**src/rtl/vector_mem_serdes.sv**
```systemverilog
// vector_mem_serdes: moves a vector register to and from a narrow memory
// port one word (beat) at a time. A load reads BEATS words, assembles them
// into an N-bit vector and writes it to the vector register file. A store
// slices a latched vector into BEATS words and writes them out.
// Optional feature macro: VECTOR_STORE_PATH_EN (store path). When the macro
// is undefined the store path is absent and st_start completes with err.
module vector_mem_serdes #(
  parameter int N     = 256,
  parameter int W     = 32,
  parameter int BEATS = N / W
) (
  input  logic          clk,
  input  logic          rst,
  input  logic          ld_start,
  input  logic          st_start,
  input  logic [31:0]   base_addr,
  input  logic [4:0]    vdst,
  input  logic [N-1:0]  vsrc_data,
  output logic [31:0]   mem_addr,
  output logic          mem_rd_en,
  input  logic [W-1:0]  mem_rd_data,
  input  logic          mem_rd_valid,
  output logic          mem_wr_en,
  output logic [W-1:0]  mem_wr_data,
  input  logic          mem_wr_ready,
  output logic [N-1:0]  VWD3,
  output logic          VWE3,
  output logic [4:0]    VA3,
  output logic          busy,
  output logic          done,
  output logic          err
);

  localparam int KW = (BEATS > 1) ? $clog2(BEATS) : 1;
  localparam logic [KW-1:0] LAST_BEAT = KW'(BEATS - 1);

`ifdef VECTOR_STORE_PATH_EN
  typedef enum logic [2:0] {
    IDLE    = 3'd0,
    LD_REQ  = 3'd1,
    LD_WAIT = 3'd2,
    LD_WB   = 3'd3,
    ST_WR   = 3'd4,
    DONE    = 3'd5
  } state_t;
`else
  typedef enum logic [2:0] {
    IDLE    = 3'd0,
    LD_REQ  = 3'd1,
    LD_WAIT = 3'd2,
    LD_WB   = 3'd3,
    DONE    = 3'd5
  } state_t;
`endif

  state_t         state_r;
  state_t         state_s;
  logic [31:0]    base_r;
  logic [4:0]     vdst_r;
  logic [N-1:0]   vec_r;
  logic [KW-1:0]  beat_r;
  logic           err_r;
  logic [31:0]    beat_addr_s;

  // Byte address of the current beat: base plus four bytes per beat.
  assign beat_addr_s = base_r + {{(32-KW-2){1'b0}}, beat_r, 2'b00};

`ifndef VECTOR_STORE_PATH_EN
  // Store-side inputs have no consumer in this build.
  logic unused_store_s;
  assign unused_store_s = ^{vsrc_data, mem_wr_ready};
`endif

  // State register; reset abandons any operation in flight.
  always_ff @(posedge clk or posedge rst) begin
    if (rst) begin
      state_r <= IDLE;
    end else begin
      state_r <= state_s;
    end
  end

  // Next-state logic; start requests are only honoured in IDLE, load first.
  always_comb begin
    state_s = state_r;
    case (state_r)
      IDLE: begin
        if (ld_start) begin
          state_s = LD_REQ;
        end else if (st_start) begin
`ifdef VECTOR_STORE_PATH_EN
          state_s = ST_WR;
`else
          state_s = DONE;
`endif
        end else begin
          state_s = IDLE;
        end
      end
      LD_REQ: state_s = LD_WAIT;
      LD_WAIT: begin
        if (mem_rd_valid) begin
          state_s = (beat_r == LAST_BEAT) ? LD_WB : LD_REQ;
        end else begin
          state_s = LD_WAIT;
        end
      end
      LD_WB: state_s = DONE;
`ifdef VECTOR_STORE_PATH_EN
      ST_WR: begin
        if (mem_wr_ready && (beat_r == LAST_BEAT)) begin
          state_s = DONE;
        end else begin
          state_s = ST_WR;
        end
      end
`endif
      DONE:    state_s = IDLE;
      default: state_s = IDLE;
    endcase
  end

  // Datapath: latch the request, step the beat counter, gather read lanes.
  always_ff @(posedge clk or posedge rst) begin
    if (rst) begin
      base_r <= 32'd0;
      vdst_r <= 5'd0;
      vec_r  <= '0;
      beat_r <= '0;
      err_r  <= 1'b0;
    end else begin
      case (state_r)
        IDLE: begin
          if (ld_start) begin
            base_r <= base_addr;
            vdst_r <= vdst;
            vec_r  <= '0;
            beat_r <= '0;
            err_r  <= ~vdst[4];
          end else if (st_start) begin
            base_r <= base_addr;
            beat_r <= '0;
`ifdef VECTOR_STORE_PATH_EN
            vec_r  <= vsrc_data;
            err_r  <= 1'b0;
`else
            err_r  <= 1'b1;
`endif
          end
        end
        LD_WAIT: begin
          if (mem_rd_valid) begin
            vec_r[beat_r*W +: W] <= mem_rd_data;
            if (beat_r != LAST_BEAT) begin
              beat_r <= beat_r + KW'(1);
            end
          end
        end
`ifdef VECTOR_STORE_PATH_EN
        ST_WR: begin
          if (mem_wr_ready && (beat_r != LAST_BEAT)) begin
            beat_r <= beat_r + KW'(1);
          end
        end
`endif
        default: begin
        end
      endcase
    end
  end

  // Outputs decoded from registered state; everything is zero in IDLE.
  always_comb begin
    mem_addr    = 32'd0;
    mem_rd_en   = 1'b0;
    mem_wr_en   = 1'b0;
    mem_wr_data = '0;
    VWD3        = '0;
    VWE3        = 1'b0;
    VA3         = 5'd0;
    done        = 1'b0;
    err         = 1'b0;
    busy        = (state_r != IDLE);
    case (state_r)
      LD_REQ: begin
        mem_rd_en = 1'b1;
        mem_addr  = beat_addr_s;
      end
      LD_WB: begin
        VWD3 = vec_r;
        VA3  = vdst_r;
        VWE3 = vdst_r[4];
      end
`ifdef VECTOR_STORE_PATH_EN
      ST_WR: begin
        mem_wr_en   = 1'b1;
        mem_addr    = beat_addr_s;
        mem_wr_data = vec_r[beat_r*W +: W];
      end
`endif
      DONE: begin
        done = 1'b1;
        err  = err_r;
      end
      default: begin
      end
    endcase
  end

endmodule
```
**config.mk**
```make
export PLATFORM = sky130hd
export DESIGN_NAME = vector_mem_serdes
export DESIGN_NICKNAME = d
export VERILOG_FILES = /design/src/rtl/vector_mem_serdes.sv
export SDC_FILE = /design/constraint.sdc
export NUM_CORES = 1
export LEC_CHECK = 0
export CAP_MARGIN = 20
export CORE_AREA = 2 2 256 258
export CTS_CLUSTER_SIZE = 14
export DETAILED_ROUTE_END_ITERATION = 6
export DIE_AREA = 0 0 258 260
export HOLD_SLACK_MARGIN = 0.08
export SYNTH_ARGS = -nofsm -noshare
export SYNTH_HDL_FRONTEND = slang
export SYNTH_SLANG_ARGS = --single-unit
```
**constraint.sdc**
```tcl
create_clock -name clk -period 22.9 [get_ports clk]
set_input_delay 3.435 -clock clk [delete_from_list [all_inputs] [get_ports clk]]
set_output_delay 3.435 -clock clk [all_outputs]
set_load 0.01 [all_outputs]
```
After elaboration in Yosys (flattened, before gate mapping)
Cells that the tools add are included.
{"block": "totals", "ff_bits": 300, "input_bits": 331, "out_inout_bits": 331, "elab_cells": 55}
{"block": "classes", "n_addsub": 3, "n_eq_ne": 10, "shifts": 2, "mux": 25, "bitwise": 1, "n_reduce_logical": 8}
{"operator": "$mux 256", "n": 3}
{"operator": "$pmux 256 s2", "n": 1}
{"operator": "$bwmux 256", "n": 1}
{"operator": "$shift 32x34->256 const A", "n": 1}
{"operator": "$shiftx 32x34->256", "n": 1}
{"operator": "$mux 32", "n": 3}
{"operator": "$neg 8->34", "n": 1}
{"operator": "$add 32x5->32", "n": 1}
{"operator": "$mux 3", "n": 6}
{"operator": "$pmux 3 s4", "n": 1}
{"operator": "$eq 3x2->1 const B", "n": 2}
{"operator": "$eq 3x3->1 const B", "n": 2}
{"operator": "$mux 1", "n": 6}
{"operator": "$ne 2x2->1 const B", "n": 3}
{"operator": "$ne 3x3->1 const B", "n": 2}
{"operator": "$pmux 3 s2", "n": 1}
{"operator": "$mux 5", "n": 1}
{"operator": "$mux 2", "n": 2}
{"operator": "$reduce_and 2->1", "n": 2}
{"operator": "$reduce_and 4->1", "n": 1}
{"operator": "$reduce_bool 2->1", "n": 2}
{"operator": "$add 3x1->3 const B", "n": 1}
{"operator": "$eq 3x1->1 const B", "n": 1}
{"operator": "$logic_not 3->1", "n": 1}
{"operator": "3 further kinds", "n": 3}

Depth between registers and ports, before layout
{"block": "depth", "depth_word": 5, "ltp_mapped": 9, "depth_no_buf": 7}

Worst setup path before layout
OpenSTA, ideal clock, no wires.
{"block": "synth_timing", "path_kind": "register to output", "startpoint": "register beat_r[0]", "endpoint": "output mem_addr[28]", "t_arrival_ns": 2.247, "path_slack_ns": 17.218, "stages_incl_launch_ff": 8, "path_cell_list": "dfrtp_1 ha_1 inv_1 fa_1 nor2b_1 o2111ai_1 clkbuf_1 o41ai_1"}
{"block": "synth_between", "elab_chain_cells": 2}
{"element": "start, declared", "line": "61", "text": "logic [KW-1:0] beat_r;"}
{"element": "start signal, assigned", "line": "155", "text": "beat_r <= beat_r + KW'(1);"}
{"element": "$add 32x5->32", "line": "66", "text": "assign beat_addr_s = base_r + {{(32-KW-2){1'b0}}, beat_r, 2'b00};"}
{"element": "$mux 32", "line": "184", "text": "case (state_r)"}
{"element": "end, declared", "line": "19", "text": "output logic [31:0] mem_addr,"}
No other way between the ends.

Final worst setup path
{"block": "layout_timing", "startpoint": "register beat_r[0]", "endpoint": "output mem_addr[22]"}
Same word-level chain as after synthesis.

==> impl_metrics.tcl <==
set metrics [dict create \
    p_comb_share_pct 26.5 \
    switching_share_pct 34.34 \
    dp_hpwl_um 34600 \
    grt_max_degree 133 \
    ys_top_cells_by_count "dfrtp_1 (300), and2_1 (268), a22o_1 (241), clkbuf_1 (68), nand2_1 (56)" \
    p_leak_nw 8.574 \
    internal_power_mw 1.148 \
    antenna_found_initial 3 \
    post_drt_wl_per_cell_um 21.07 \
    ctsResizeCount 0 \
    yosys.cell_count.top_type "dfrtp_1" \
    clock-sinks 300 \
    finalNetCount 1918 \
    overflow 0 \
    slew_headroom_pct 28.51 \
    die_x_um 258 \
    dieHeight_um 260 \
    area_delta_synth_final_pct 41.24 \
    crit_slowest_cell "dfrtp_1" \
    p_sw_uw 600.4 \
    routed-wl-met2_um 24450 \
    wirelength_um 51820 \
    max_stage_delay_ns 0.81 \
    status "finished clean" \
    port_buffers 371 \
    cts_tree "done" \
    highest_layer "met5" \
    cp_cell_sequence "ha_1 -> inv_1 -> fa_1 -> nor2b_1 -> o2111ai_1 -> buf_4 -> or4_1 -> a21oi_1 -> clkdlybuf4s50_1" \
    synthCells 1269 \
    stdcell_count 2459 \
    worstPathArrival_ns 4.05 \
    wl_met1_um 22730 \
    finClkSkew_ns 0.02229 \
    max-vdd-ir-drop_v 0.00006135 \
    slew_violations 0 \
    cts_buffers 37 \
    drc 0 \
    hold_viol 0 \
    worstSetupEndpointType "output port" \
    clk_latency_ns 0.55 \
    yosys-top-cells-area "dfrtp_1 (53%), a22o_1 (15%), and2_1 (12%), mux2_2 (2.3%), buf_4 (2.0%)" \
    tightest_slew_ns 1.072 \
    critPathMaxFanout 17 \
    pin_count 662 \
    drt_pass1_iterations 5 \
    dp_cells 2391 \
    synth_edf_count 0 \
    holdBufCountCts 0 \
    fp.dieArea_mm2 0.06708 \
    worstHoldPathType "reg2reg" \
    yosysSeqAreaShare_pct 53.33 \
    cts_root_buffer "clkbuf_16" \
    vias 11270 \
    synth_top_area_share_pct 53.33 \
    period_share_pct 32.67 \
    p_seq_share_pct 36.5 \
    drv_cap 0 \
    setup_violations 0 \
    layout_min_cycle_time_ns 7.480 \
    power_per_cell_area_mw_per_mm2 87.94 \
    rows 93 \
    yosysWarnings 0 \
    post-route-util_pct 31.01 \
    path_clk_slew_ns 0.05 \
    htreeDepth 2 \
    gp_congestion 0.7519 \
    grt_use_total_pct 14.98 \
    drive_gt1_share_pct 8.552 \
    synth_async_sr_flop_share_pct 100.0 \
    rrSetupSlack_ns 18.98 \
    avgSynthCellArea_um2 11.09 \
    coreArea_mm2 0.06412 \
    crit_path_start_kind "flop" \
    cts.path.max_buffers 3 \
    tns_ns 0 \
    ys_types 57 \
    viasPerCell 4.581 \
    rsz0062_at_grt "false" \
    yosys_most_used_dff "dfrtp_1" \
    syn_area_mm2 0.01408 \
    start_util_pct 21.95 \
    antenna_left 0 \
    max_freq_mhz 133.7 \
    ys_ff_latch 300 \
    pwr-share-clk_pct 37.1 \
    setup.worst_path.class "reg2out" \
    dr_wl_met3_um 3447 \
    post_cts_buffers 0 \
    yosys.area.top_type "dfrtp_1" \
    drt-initial-drc-count 699 \
    grt_pass1_vias 11700 \
    required_ns 19.47 \
    grt_pass1_wl_um 76450 \
]
-- per-stage QoR --
step / area (µm²) / worst slack, ns / total power, mW / hold WS (ns)
detailed placement: 18500 / 15.97 / 1.116 / 0.4587
finish: 19880 / 15.42 / 1.748 / 0.4673
global placement: 18480 / 15.98 / 1.103 / 0.4601
global route: 19880 / 15.15 / 1.844 / 0.4985
CTS: 19850 / 15.32 / 1.778 / 0.4732
floorplan: 14200 / 11.18 / 0.9053 / 0.4374
-- area by class of cell --
type / instances / area (µm²)
Clock buffer: 50 / 1107
Fill cell: 6470 / 44230
Clock inverter: 15 / 239.0
Antenna cell: 2 / 5.005
Inverter: 14 / 60.06
Tap cell: 855 / 1070
Timing Repair Buffer: 392 / 3899
Sequential cell: 300 / 7507
Multi-Input combinational cell: 831 / 5993
-- worst paths after layout --
check                                 startpoint                     end  cells after the start
setup / recovery           beat_r[0]$_DFFE_PP0P_            mem_addr[22]                      9
min in group asynchronous                    rst  vec_r[189]$_DFFE_PP0P_                      2
max in group asynchronous                    rst   vec_r[75]$_DFFE_PP0P_                      4
hold / removal             vdst_r[2]$_DFFE_PP0P_   vdst_r[2]$_DFFE_PP0P_                      2
hold reg to reg            vdst_r[2]$_DFFE_PP0P_   vdst_r[2]$_DFFE_PP0P_                      2
setup reg to reg           beat_r[0]$_DFFE_PP0P_  vec_r[190]$_DFFE_PP0P_                      8
-- power by group through the flow --
stage | clock network, mW | registers [mW] | logic [mW]
2_1_floorplan | 0 | 0.622 | 0.283
3_3_place_gp | 0 | 0.641 | 0.462
3_5_place_dp | 0 | 0.645 | 0.471
4_1_cts | 0.668 | 0.636 | 0.474
5_1_grt | 0.687 | 0.647 | 0.510
6_report | 0.648 | 0.637 | 0.463
-- worst max-delay path, delay by kind of cell (launching register included) --
kind	cells	cell delay, ns
compound gates	2	0.35
simple gates	2	0.80
fa+ha+maj	2	0.68
buf+inv	3	0.86
flops	1	0.81
-- registers in the layout, indices dropped and copies added, names as in the netlist --
register  count
err_r         1
base_r       32
vdst_r        5
vec_r       256
beat_r        3
state_r       3
-- cells in the final DEF (no fill, tap or decap), types with 25 or more instances in the layout --
master           Yosys  layout
conb_1               1      33
o21ai_0             26      26
nand2_1             56      56
a22o_1             241     241
mux2_2              29      29
and2_1             268     267
clkdlybuf4s50_1      0     371
a21oi_1             25      25
clkbuf_16            0      39
dfrtp_1            300     300
-- logic make-up (layout without fill, tap and decap cells) --
logic type / Yosys count / count (layout) / synth area share, %
and+or+nand+nor: 424 / 424 / 18.08
xor gates and xnor gates: 6 / 6 / 0.3733
buffers and inverters: 170 / 471 / 5.831
muxes: 40 / 40 / 3.102
adders and majority gates: 11 / 11 / 1.031
AOI/OAI and AO/OA: 317 / 317 / 18.22
other: 1 / 35 / 0.02664
DFF: 300 / 300 / 53.33
-- routing by layer --
metal	vias to the layer above	GRT usage, %
li1	5056	-
met1	5741	19.56
met2	390	24.54
met3	76	3.782
met4	2	4.239
met5	-	0
No activity file was read; power rests on OpenSTA's default activity.
